`config.mk`:
```
export PLATFORM = sky130hd
export DESIGN_NAME = oled_spi_engine
export DESIGN_NICKNAME = d
export VERILOG_FILES = /design/src/rtl/oled_spi_engine.sv
export SDC_FILE = /design/constraint.sdc
export NUM_CORES = 1
export LEC_CHECK = 0
export BUFFER_PORTS_ARGS = -buffer_cell sky130_fd_sc_hd__buf_2
export CORE_MARGIN = 4
export CORE_UTILIZATION = 35
export DETAILED_ROUTE_END_ITERATION = 8
export GPL_TIMING_DRIVEN = 0
export PLACE_DENSITY = 0.62
export SYNTH_ARGS = -nofsm -noshare
export SYNTH_HDL_FRONTEND = slang
export SYNTH_SLANG_ARGS = --single-unit
```
`constraint.sdc`:
```
create_clock -name clk -period 4.1 [get_ports clk]
set_input_delay 0.41 -clock clk [delete_from_list [all_inputs] [get_ports clk]]
set_output_delay 0.41 -clock clk [all_outputs]
set_load 0.05 [all_outputs]
```
`src/rtl/oled_spi_engine.sv`:
```
// oled_spi_engine: SSD1331 PMOD OLED front end. Runs an external init ROM
// after reset, then arbitrates window-setup, buffered raw bytes and streamed
// pixels onto a single mode-0 SPI bus.
module oled_spi_engine #(
  parameter int SYSTEM_CLK        = 50_000_000,
  parameter int SPI_TRANSFER_RATE = 25_000_000,
  parameter int FIFO_DEPTH        = 16,
  parameter int PIXEL_BYTES       = 2,
  parameter int INIT_LEN          = 45,
  parameter int RST_HOLD_CYCLES   = 16,
  parameter int CS_GAP_CYCLES     = 2
) (
  input  logic                          clk,
  input  logic                          resetn,
  output logic [$clog2(INIT_LEN)-1:0]   init_rom_addr,
  input  logic [7:0]                    init_rom_data,
  input  logic                          win_valid,
  output logic                          win_ready,
  input  logic [7:0]                    win_x0,
  input  logic [7:0]                    win_x1,
  input  logic [7:0]                    win_y0,
  input  logic [7:0]                    win_y1,
  input  logic                          cmd_valid,
  output logic                          cmd_ready,
  input  logic                          cmd_dc,
  input  logic [7:0]                    cmd_data,
  input  logic                          pix_valid,
  output logic                          pix_ready,
  input  logic [8*PIXEL_BYTES-1:0]      pix_data,
  output logic                          init_done,
  output logic                          busy,
  output logic [$clog2(FIFO_DEPTH):0]   fifo_level,
  output logic                          spi_cs,
  output logic                          spi_dc,
  output logic                          spi_mosi,
  output logic                          spi_sck,
  output logic                          oled_rst,
  output logic                          vccen,
  output logic                          pmoden
);

  // Clock cycles per SCK phase, never below one.
  localparam int HALF_RAW = SYSTEM_CLK / SPI_TRANSFER_RATE / 2;
  localparam int HALF     = (HALF_RAW < 1) ? 1 : HALF_RAW;
  localparam int HW       = (HALF > 1) ? $clog2(HALF) : 1;
  localparam int PW       = $clog2(FIFO_DEPTH);
  localparam int AW       = $clog2(INIT_LEN);
  // Byte index must reach INIT_LEN (one past the last ROM address) and 6.
  localparam int IW_RAW   = $clog2(INIT_LEN + 1);
  localparam int IW       = (IW_RAW < 3) ? 3 : IW_RAW;
  localparam int CNT_MAX  = (RST_HOLD_CYCLES > CS_GAP_CYCLES) ? RST_HOLD_CYCLES : CS_GAP_CYCLES;
  localparam int CW       = $clog2(CNT_MAX + 1);

  typedef enum logic [2:0] {
    S_RST_HOLD,
    S_INIT,
    S_IDLE,
    S_WIN,
    S_RAW,
    S_PIX,
    S_GAP
  } state_t;

  // ---------------------------------------------------------------------------
  // Control state
  // ---------------------------------------------------------------------------
  state_t                   state_q, state_d;
  logic [CW-1:0]            cnt_q, cnt_d;
  logic [IW-1:0]            byte_idx_q, byte_idx_d;
  logic                     init_done_q, init_done_d;
  logic                     oled_rst_q, oled_rst_d;
  logic                     vccen_q, vccen_d;
  logic [7:0]               x0_q, x0_d, x1_q, x1_d, y0_q, y0_d, y1_q, y1_d;
  logic [8*PIXEL_BYTES-1:0] pix_q, pix_d;
  logic                     alive_q;

  // ---------------------------------------------------------------------------
  // Byte shifter state
  // ---------------------------------------------------------------------------
  logic          active_q, active_d;
  logic          sck_q, sck_d;
  logic [HW-1:0] half_q, half_d;
  logic [2:0]    bit_q, bit_d;
  logic [7:0]    shift_q, shift_d;
  logic          dc_q, dc_d;
  logic          cs_q, cs_d;

  // FSM-to-shifter handshake
  logic       load;
  logic [7:0] load_byte;
  logic       load_dc;
  logic       stop;
  logic       byte_end;
  logic       step;

  // ---------------------------------------------------------------------------
  // Raw-byte FIFO
  // ---------------------------------------------------------------------------
  logic [8:0]    fifo_mem_q [FIFO_DEPTH];
  logic [PW-1:0] wr_ptr_q, wr_ptr_d, rd_ptr_q, rd_ptr_d;
  logic [PW:0]   count_q, count_d;
  logic          push, pop;
  logic          fifo_empty, fifo_full;
  logic [8:0]    fifo_head;

  assign fifo_empty = (count_q == '0);
  assign fifo_full  = (count_q == (PW+1)'(FIFO_DEPTH));
  // alive_q keeps cmd_ready low while reset is asserted.
  assign cmd_ready  = alive_q && !fifo_full;
  assign push       = cmd_valid && cmd_ready;
  assign fifo_head  = fifo_mem_q[rd_ptr_q];
  assign fifo_level = count_q;

  // FIFO storage: write-only port, no reset so it maps onto RAM.
  always_ff @(posedge clk) begin
    if (push) begin
      fifo_mem_q[wr_ptr_q] <= {cmd_dc, cmd_data};
    end
  end

  // FIFO pointers and occupancy; simultaneous push and pop cancel out.
  always_comb begin
    wr_ptr_d = wr_ptr_q;
    rd_ptr_d = rd_ptr_q;
    count_d  = count_q;
    if (push) wr_ptr_d = wr_ptr_q + PW'(1);
    if (pop)  rd_ptr_d = rd_ptr_q + PW'(1);
    unique case ({push, pop})
      2'b10:   count_d = count_q + (PW+1)'(1);
      2'b01:   count_d = count_q - (PW+1)'(1);
      default: count_d = count_q;
    endcase
  end

  // ---------------------------------------------------------------------------
  // Byte selection helpers
  // ---------------------------------------------------------------------------
  logic [7:0] win_byte;
  logic [7:0] pix_byte [4];

  // Pixel bytes, most significant first; unused slots read as zero.
  for (genvar gi = 0; gi < 4; gi++) begin : g_pix_byte
    if (gi < PIXEL_BYTES) begin : g_used
      assign pix_byte[gi] = pix_q[8*(PIXEL_BYTES-gi)-1 -: 8];
    end else begin : g_unused
      assign pix_byte[gi] = 8'h00;
    end
  end

  // Window sequence: column address command, bounds, row address command, bounds.
  always_comb begin
    win_byte = 8'h00;
    case (byte_idx_q)
      IW'(0):  win_byte = 8'h15;
      IW'(1):  win_byte = x0_q;
      IW'(2):  win_byte = x1_q;
      IW'(3):  win_byte = 8'h75;
      IW'(4):  win_byte = y0_q;
      IW'(5):  win_byte = y1_q;
      default: win_byte = 8'h00;
    endcase
  end

  // Last SCK-high phase of bit 7: the shifter needs a new byte or a stop.
  assign byte_end = active_q && sck_q && (half_q == HW'(HALF-1)) && (bit_q == 3'd7);
  assign step     = !active_q || byte_end;

  // Next-state logic: sequencing, arbitration and byte sourcing.
  always_comb begin
    state_d     = state_q;
    cnt_d       = cnt_q;
    byte_idx_d  = byte_idx_q;
    init_done_d = init_done_q;
    oled_rst_d  = oled_rst_q;
    vccen_d     = vccen_q;
    x0_d        = x0_q;
    x1_d        = x1_q;
    y0_d        = y0_q;
    y1_d        = y1_q;
    pix_d       = pix_q;
    load        = 1'b0;
    load_byte   = 8'h00;
    load_dc     = 1'b0;
    stop        = 1'b0;
    pop         = 1'b0;
    win_ready   = 1'b0;
    pix_ready   = 1'b0;

    unique case (state_q)
      S_RST_HOLD: begin
        if (cnt_q == CW'(RST_HOLD_CYCLES - 1)) begin
          cnt_d      = '0;
          oled_rst_d = 1'b1;
          vccen_d    = 1'b1;
          state_d    = S_INIT;
        end else begin
          cnt_d = cnt_q + CW'(1);
        end
      end

      S_INIT: begin
        if (step) begin
          if (byte_idx_q < IW'(INIT_LEN)) begin
            load       = 1'b1;
            load_byte  = init_rom_data;
            byte_idx_d = byte_idx_q + IW'(1);
          end else begin
            stop = 1'b1;
          end
        end
      end

      S_IDLE: begin
        if (init_done_q) begin
          if (win_valid) begin
            win_ready  = 1'b1;
            x0_d       = win_x0;
            x1_d       = win_x1;
            y0_d       = win_y0;
            y1_d       = win_y1;
            byte_idx_d = '0;
            state_d    = S_WIN;
          end else if (!fifo_empty) begin
            state_d = S_RAW;
          end else if (pix_valid) begin
            pix_ready  = 1'b1;
            pix_d      = pix_data;
            byte_idx_d = '0;
            state_d    = S_PIX;
          end
        end
      end

      S_WIN: begin
        if (step) begin
          if (byte_idx_q < IW'(6)) begin
            load       = 1'b1;
            load_byte  = win_byte;
            byte_idx_d = byte_idx_q + IW'(1);
          end else begin
            stop = 1'b1;
          end
        end
      end

      S_RAW: begin
        if (step) begin
          if (!fifo_empty) begin
            load      = 1'b1;
            load_byte = fifo_head[7:0];
            load_dc   = fifo_head[8];
            pop       = 1'b1;
          end else begin
            stop = 1'b1;
          end
        end
      end

      S_PIX: begin
        if (step) begin
          if (byte_idx_q < IW'(PIXEL_BYTES)) begin
            load       = 1'b1;
            load_byte  = pix_byte[byte_idx_q[1:0]];
            load_dc    = 1'b1;
            byte_idx_d = byte_idx_q + IW'(1);
          end else if (pix_valid) begin
            // Chain the next pixel straight from the input, no idle cycle.
            pix_ready  = 1'b1;
            pix_d      = pix_data;
            load       = 1'b1;
            load_byte  = pix_data[8*PIXEL_BYTES-1 -: 8];
            load_dc    = 1'b1;
            byte_idx_d = IW'(1);
          end else begin
            stop = 1'b1;
          end
        end
      end

      S_GAP: begin
        if (cnt_q == CW'(CS_GAP_CYCLES - 1)) begin
          cnt_d       = '0;
          init_done_d = 1'b1;
          state_d     = S_IDLE;
        end else begin
          cnt_d = cnt_q + CW'(1);
        end
      end

      default: state_d = S_RST_HOLD;
    endcase

    if (stop) begin
      state_d    = S_GAP;
      cnt_d      = '0;
      byte_idx_d = '0;
    end
  end

  // Mode-0 shifter: load drops CS and presents bit 7, SCK toggles every HALF.
  always_comb begin
    active_d = active_q;
    sck_d    = sck_q;
    half_d   = half_q;
    bit_d    = bit_q;
    shift_d  = shift_q;
    dc_d     = dc_q;
    cs_d     = cs_q;
    if (load) begin
      active_d = 1'b1;
      shift_d  = load_byte;
      dc_d     = load_dc;
      cs_d     = 1'b0;
      sck_d    = 1'b0;
      half_d   = '0;
      bit_d    = '0;
    end else if (stop) begin
      active_d = 1'b0;
      shift_d  = 8'h00;
      cs_d     = 1'b1;
      sck_d    = 1'b0;
      half_d   = '0;
      bit_d    = '0;
    end else if (active_q) begin
      if (half_q == HW'(HALF-1)) begin
        half_d = '0;
        if (!sck_q) begin
          sck_d = 1'b1;
        end else begin
          sck_d   = 1'b0;
          shift_d = {shift_q[6:0], 1'b0};
          bit_d   = bit_q + 3'd1;
        end
      end else begin
        half_d = half_q + HW'(1);
      end
    end
  end

  // State registers; reset aborts any byte in flight.
  always_ff @(posedge clk or negedge resetn) begin
    if (!resetn) begin
      state_q     <= S_RST_HOLD;
      cnt_q       <= '0;
      byte_idx_q  <= '0;
      init_done_q <= 1'b0;
      oled_rst_q  <= 1'b0;
      vccen_q     <= 1'b0;
      x0_q        <= 8'h00;
      x1_q        <= 8'h00;
      y0_q        <= 8'h00;
      y1_q        <= 8'h00;
      pix_q       <= '0;
      alive_q     <= 1'b0;
      active_q    <= 1'b0;
      sck_q       <= 1'b0;
      half_q      <= '0;
      bit_q       <= '0;
      shift_q     <= 8'h00;
      dc_q        <= 1'b1;
      cs_q        <= 1'b1;
      wr_ptr_q    <= '0;
      rd_ptr_q    <= '0;
      count_q     <= '0;
    end else begin
      state_q     <= state_d;
      cnt_q       <= cnt_d;
      byte_idx_q  <= byte_idx_d;
      init_done_q <= init_done_d;
      oled_rst_q  <= oled_rst_d;
      vccen_q     <= vccen_d;
      x0_q        <= x0_d;
      x1_q        <= x1_d;
      y0_q        <= y0_d;
      y1_q        <= y1_d;
      pix_q       <= pix_d;
      alive_q     <= 1'b1;
      active_q    <= active_d;
      sck_q       <= sck_d;
      half_q      <= half_d;
      bit_q       <= bit_d;
      shift_q     <= shift_d;
      dc_q        <= dc_d;
      cs_q        <= cs_d;
      wr_ptr_q    <= wr_ptr_d;
      rd_ptr_q    <= rd_ptr_d;
      count_q     <= count_d;
    end
  end

  assign init_rom_addr = byte_idx_q[AW-1:0];
  assign init_done     = init_done_q;
  assign busy          = (state_q != S_IDLE) || !fifo_empty;
  assign spi_cs        = cs_q;
  assign spi_dc        = dc_q;
  assign spi_mosi      = shift_q[7];
  assign spi_sck       = sck_q;
  assign oled_rst      = oled_rst_q;
  assign vccen         = vccen_q;
  assign pmoden        = 1'b1;

endmodule

```
Word-level counts from Yosys, hierarchy flattened
Memory sizes are Yosys's and may differ from the RTL's.
Cells that the tools add are included.
{"block": "totals", "register_bits": 94, "ramBits": 144, "input_bits": 70, "out_inout_bits": 23, "elab_cells": 207, "mem_count": 1}
{"memory": "fifo_mem_q", "depth": 16, "word_bits": 9, "read_ports": 1, "rd_ports_with_merged_regs": 0, "wr": 1, "line_no": "99", "source": "logic [8:0] fifo_mem_q [FIFO_DEPTH];"}
{"block": "classes", "addsub": 8, "n_lt_le_gt_ge": 4, "eq_ne": 37, "mux": 105, "n_bitwise": 2, "n_reduce_logical": 29}
{"operator": "two-way mux 8 bit", "count": 16}
{"operator": "two-way mux 16 bit", "count": 6}
{"operator": "two-way mux 6 bit", "count": 12}
{"operator": "case mux 8 bit (6 select lines)", "count": 1}
{"operator": "two-way mux 1 bit", "count": 44}
{"operator": "two-way mux 3 bit", "count": 12}
{"operator": "case mux 16 bit (2 select lines)", "count": 1}
{"operator": "case mux 8 bit (4 select lines)", "count": 1}
{"operator": "inequality test 3 bit, second input constant", "count": 8}
{"operator": "case mux 6 bit (4 select lines)", "count": 1}
{"operator": "case mux 5 bit (2 select lines)", "count": 2}
{"operator": "binary-select mux 8 bit (select 2 bit)", "count": 1}
{"operator": "two-way mux 5 bit", "count": 3}
{"operator": "equality test 3 bit, second input constant", "count": 4}
{"operator": "equality test 6 x 2 -> 1 bit, second input constant", "count": 2}
{"operator": "equality test 6 x 3 -> 1 bit, second input constant", "count": 2}
{"operator": "inequality test 4 bit, second input constant", "count": 3}
{"operator": "case mux 3 bit (4 select lines)", "count": 1}
{"operator": "adder 5 x 1 -> 5 bit, second input constant", "count": 2}
{"operator": "inequality test 2 bit, second input constant", "count": 5}
{"operator": "AND reduction 10 bit", "count": 1}
{"operator": "nonzero test 3 bit", "count": 3}
{"operator": "adder 4 x 1 -> 4 bit, second input constant", "count": 2}
{"operator": "case mux 1 bit (4 select lines)", "count": 2}
{"operator": "other kinds (36)", "count": 50}

Depth between registers and ports, before layout
{"block": "depth", "depth_word": 8, "depth_mapped": 14, "mapped_depth_nobuf": 13}

Worst setup path before layout
OpenSTA, ideal clock, no wires.
{"block": "synth_path", "path_type": "register -> register", "startpoint": "register count_q[0], in the netlist fifo_level[0]", "endpoint": "register count_q[4], in the netlist fifo_level[4]", "setup_time_ns": 0.127, "arrival_time_ns": 3.832, "required_ns": 3.973, "setup_slack_ns": 0.141, "path_stages_with_launch": 15, "path_buffers": 1, "synth_period_minus_slack_ns": 3.959, "cell_sequence": "dfrtp_1 > nor4_4 > a21boi_0 > and2_1 > clkbuf_1 > inv_1 > ha_1 > inv_1 > fa_1 > inv_1 > a21o_1 > a21oi_1 > xnor2_1 > nor2_1 > xnor2_1"}
{"block": "synth_between", "elab_chain_cells": 6, "elab_cells_between_ends": 14, "cone_classes": "add/sub (2); eq/ne (3); mux (4); reduce/logical (5)"}
{"item": "start, declared", "line_no": "101", "source": "logic [PW:0] count_q, count_d;"}
{"item": "start signal, assigned", "line_no": "387", "source": "count_q <= count_d;"}
{"item": "equality test 5 bit *", "line_no": "107", "source": "assign fifo_full = (count_q == (PW+1)'(FIFO_DEPTH));"}
{"item": "zero test 1 bit *", "line_no": "109", "source": "assign cmd_ready = alive_q && !fifo_full;"}
{"item": "logical AND 1 bit *", "line_no": "109"}
{"item": "via cmd_ready", "line_no": "24", "source": "output logic cmd_ready,"}
{"item": "logical AND 1 bit *", "line_no": "110", "source": "assign push = cmd_valid && cmd_ready;"}
{"item": "equality test 2 x 1 -> 1 bit / equality test 2 bit (equally long branches)", "line_no": "128", "source": "unique case ({push, pop})"}
{"item": "case mux 5 bit (2 select lines) / nonzero test 2 bit (equally long branches)"}
Mark *: on every way through the listed nets, which the timed path passes. The rest lies on a longest branch.
A chain may end at the register's enable or synchronous reset.

Final worst setup path
{"block": "layout_path", "startpoint": "register byte_idx_q[0], in the netlist init_rom_addr[0]", "endpoint": "register shift_q[1]"}
{"block": "layout_between", "elab_chain_cells": 8, "elab_cells_between_ends": 41, "cone_classes": "order compare (3); eq/ne (6); mux (27); bitwise (1); reduce/logical (4)"}
{"item": "start, declared", "line_no": "69", "source": "logic [IW-1:0] byte_idx_q, byte_idx_d;"}
{"item": "start signal, assigned", "line_no": "368", "source": "byte_idx_q <= byte_idx_d;"}
{"item": "branches (longest 8 deep; another with less-than comparator 6 x 2 -> 1 bit)"}
{"item": "end signal, assigned", "line_no": "382", "source": "shift_q <= shift_d;"}
{"item": "end, declared", "line_no": "84", "source": "logic [7:0] shift_q, shift_d;"}
Several ways; the timed one is not identified. The select of a mux whose other input is x is not followed.

==> impl_metrics.yaml <==
setup_path:
  required_ns: 4.50
  start_kind: "flip-flop"
  worstSetupEndpointType: "flip-flop"
  worstPathArrival_ns: 3.99
  crit_type: "reg -> reg"
  crit_fanout: 10
grt:
  grt.total_usage_pct: 14.9
  first_global_vias: 6821
  grt_pass1_wl_um: 39400
  antenna_found_initial: 1
  grt_max_degree: 49
  gr-total-overflow: 0
floorplan:
  num_rows: 63
  dieArea_um2: 33500
  die_y_um: 183
  die_w_um: 183
  start_util_pct: 35.8
  ioPinCount: 93
  core_um2: 30000
synth:
  synthDistinctLibCells: 73
  synth_top_area_cell: "edfxtp_1"
  synth_flop_cell: "edfxtp_1"
  syn-cell-area_um2: 10700
  seq_area_frac_synth_pct: 62.1
  ys_warn_count: 0
  synth_top_area_share_pct: 40.4
  postSynthCellCount: 795
  synth_edf_count: 144
  synth_area_leaders: "edfxtp_1 40%, dfrtp_1 21%, mux4_2 7.6%, nand2_1 4.8%, mux2i_1 2.7%"
  synthArstFlopShare_pct: 39.2
  syn_avg_cell_area_um2: 13.5
  synth-seq-cells: 237
clock_network:
  insertion_delay_ns: 0.52
  cts_root_buf: "clkbuf_16"
  path_clk_slew_ns: 0.06
  clock_sinks: 237
  cts_made_buffers: 25
  cts_buffer_depth: 3
  htree_levels: 1
  cts_setup_buffers: 0
  cts_tree: "done"
final_layout:
  antennaDiodeCount: 0
  final_common_cell: "edfxtp_1"
  final_cell_mix: "144 x edfxtp_1, 138 x nand2_1, 103 x buf_2"
  drive_above_1_share_pct: 22.6
  post-route-util_pct: 42.0
  syn_to_final_growth_pct: 17.3
  fin_nets: 1006
sta:
  setup_viol: 0
  hold_viol: 0
  rsz0062_at_grt: "false"
  tns_ns: 0
  worst_pin_slew_ns: 0.900
  max_freq_mhz: 278
  max_slew_margin_pct: 40.0
  finalCriticalPeriod_ns: 3.59
  slew_violations: 0
  clock-skew-final_ns: 0.00712
  finalCritPeriodShare_pct: 87.6
detailed_routing:
  ant_nets: 0
  drc_errors: 0
  wire_per_inst_um: 19.3
  num_vias: 6899
  drt-total-wl_um: 25500
  drt_iter0_drc: 553
  viasPerCell: 5.21
  dr.pass1.iters: 5
power:
  peakVddDrop_mv: 0.281
  power.leakage_nw: 4.97
  power.density_nw_per_um2: 399
place:
  gp_congestion: 0.896
  portBuffers: 91
  dp_hpwl_um: 17900
run:
  maxCapViolations: 0
hold_path:
  hold_path_class: "in -> reg"
run_status:
  status: "complete, no violations"
-- kinds of logic (layout without fill, tap and decap cells) --
kind of cell,after synthesis,count (layout),share of synthesized area [%]
flip-flops,237,237,62.1
other,1,2,0.0350
multiplexers,84,84,12.3
AND/OR/NAND/NOR,250,250,11.1
XOR/XNOR,12,12,0.981
AO/OA/AOI/OAI,128,128,8.48
buffers and inverters,63,200,2.57
adder cells (fa/ha/maj),20,20,2.41
-- per-stage QoR --
step	std cells	total power (W)	hold slack (ns)	setup WS, ns	instance area [um^2]
floorplan	796	0.00261	0.114	0.141	10700
CTS	1323	0.00507	0.0550	0.572	12600
global placement	1277	0.00268	0.461	0.582	11700
detailed placement	1278	0.00269	0.465	0.586	11700
finish	1323	0.00501	0.0798	0.508	12600
global route	1323	0.00517	0.0627	0.371	12600
-- synthesized netlist by cell type, drive strengths merged, types with 16 or more instances --
master,n
edfxtp,144
nand2,138
dfrtp,91
mux4,36
o21ai,30
mux2i,29
buf,26
nor2,23
inv,21
and2,20
ha,19
mux2,19
clkbuf,16
-- flip-flops by register name, summed over array words and instances, names as in the netlist --
name	cells
init_rom_addr	6
fifo_level	5
spi_sck	1
bit_q	3
state_q	3
x0_q	8
spi_dc	1
active_q	1
wr_ptr_q	4
shift_q	8
y1_q	8
alive_q	1
fifo_mem_q	144
rd_ptr_q	4
vccen	1
pix_q	16
init_done	1
cnt_q	5
y0_q	8
x1_q	8
spi_cs	1
-- per-layer routing --
metal	vias to the layer above	track usage, %	share of wire, %
li1	3208	-	-
met3	39	2.36	5.2
met4	2	3.52	2.3
met5	-	0	0.043
met2	212	24.6	47
met1	3438	20.8	45
-- critical path: stages (launching register included) --
cell and delay, ns:
dfrtp_1 0.40, clkbuf_1 0.36, buf_1 0.59, inv_1 0.19, ha_1 0.26, and3b_1 0.22
o21ai_1 0.14, a32oi_1 0.32, a21o_1 0.18, clkbuf_1 0.43, a31oi_1 0.18, o22a_1 0.21
-- worst paths after layout --
| check | from | endpoint | slack, ns | cells after the start |
|---|---|---|---|---|
| setup reg to reg | init_rom_addr[0]$_DFFE_PN0P_ | shift_q[1]$_DFFE_PN0P_ | 0.51 | 11 |
| setup / recovery | init_rom_addr[0]$_DFFE_PN0P_ | shift_q[1]$_DFFE_PN0P_ | 0.51 | 11 |
| min in group asynchronous | resetn | x1_q[4]$_DFFE_PN0P_ | 0.44 | 2 |
| hold reg to reg | x0_q[2]$_DFFE_PN0P_ | x0_q[2]$_DFFE_PN0P_ | 0.47 | 2 |
| max in group asynchronous | resetn | spi_dc$_DFFE_PN1P_ | 2.95 | 3 |
| hold / removal | win_x0[0] | x0_q[0]$_DFFE_PN0P_ | 0.08 | 3 |
-- area by class of cell --
cell class,count,area (um^2)
clock inverters,10,158
clock buffers,34,709
multi-input cells,496,3790
repair buffers,93,495
fillers,2794,17400
plain buffers,42,196
inverters,21,78.8
well taps,390,488
flip-flops and latches,237,6650
-- power breakdown --
| group | total, W | leakage (nW) | internal (W) | switching (W) |
|---|---|---|---|---|
| Clock | 0.00237 | 0.428 | 0.00146 | 0.000908 |
| Combinational | 0.0000951 | 2.05 | 0.0000348 | 0.0000604 |
| Sequential | 0.00254 | 2.49 | 0.00254 | 0.00000210 |
| Total | 0.00501 | 4.97 | 0.00404 | 0.000971 |
-- timing repair --
item                                   CTS  global route
endpoints found under the hold margin   44             0
hold buffers                             1             0
gates resized for setup                  0             0
Note: power is estimated with default switching activity, not from simulation.
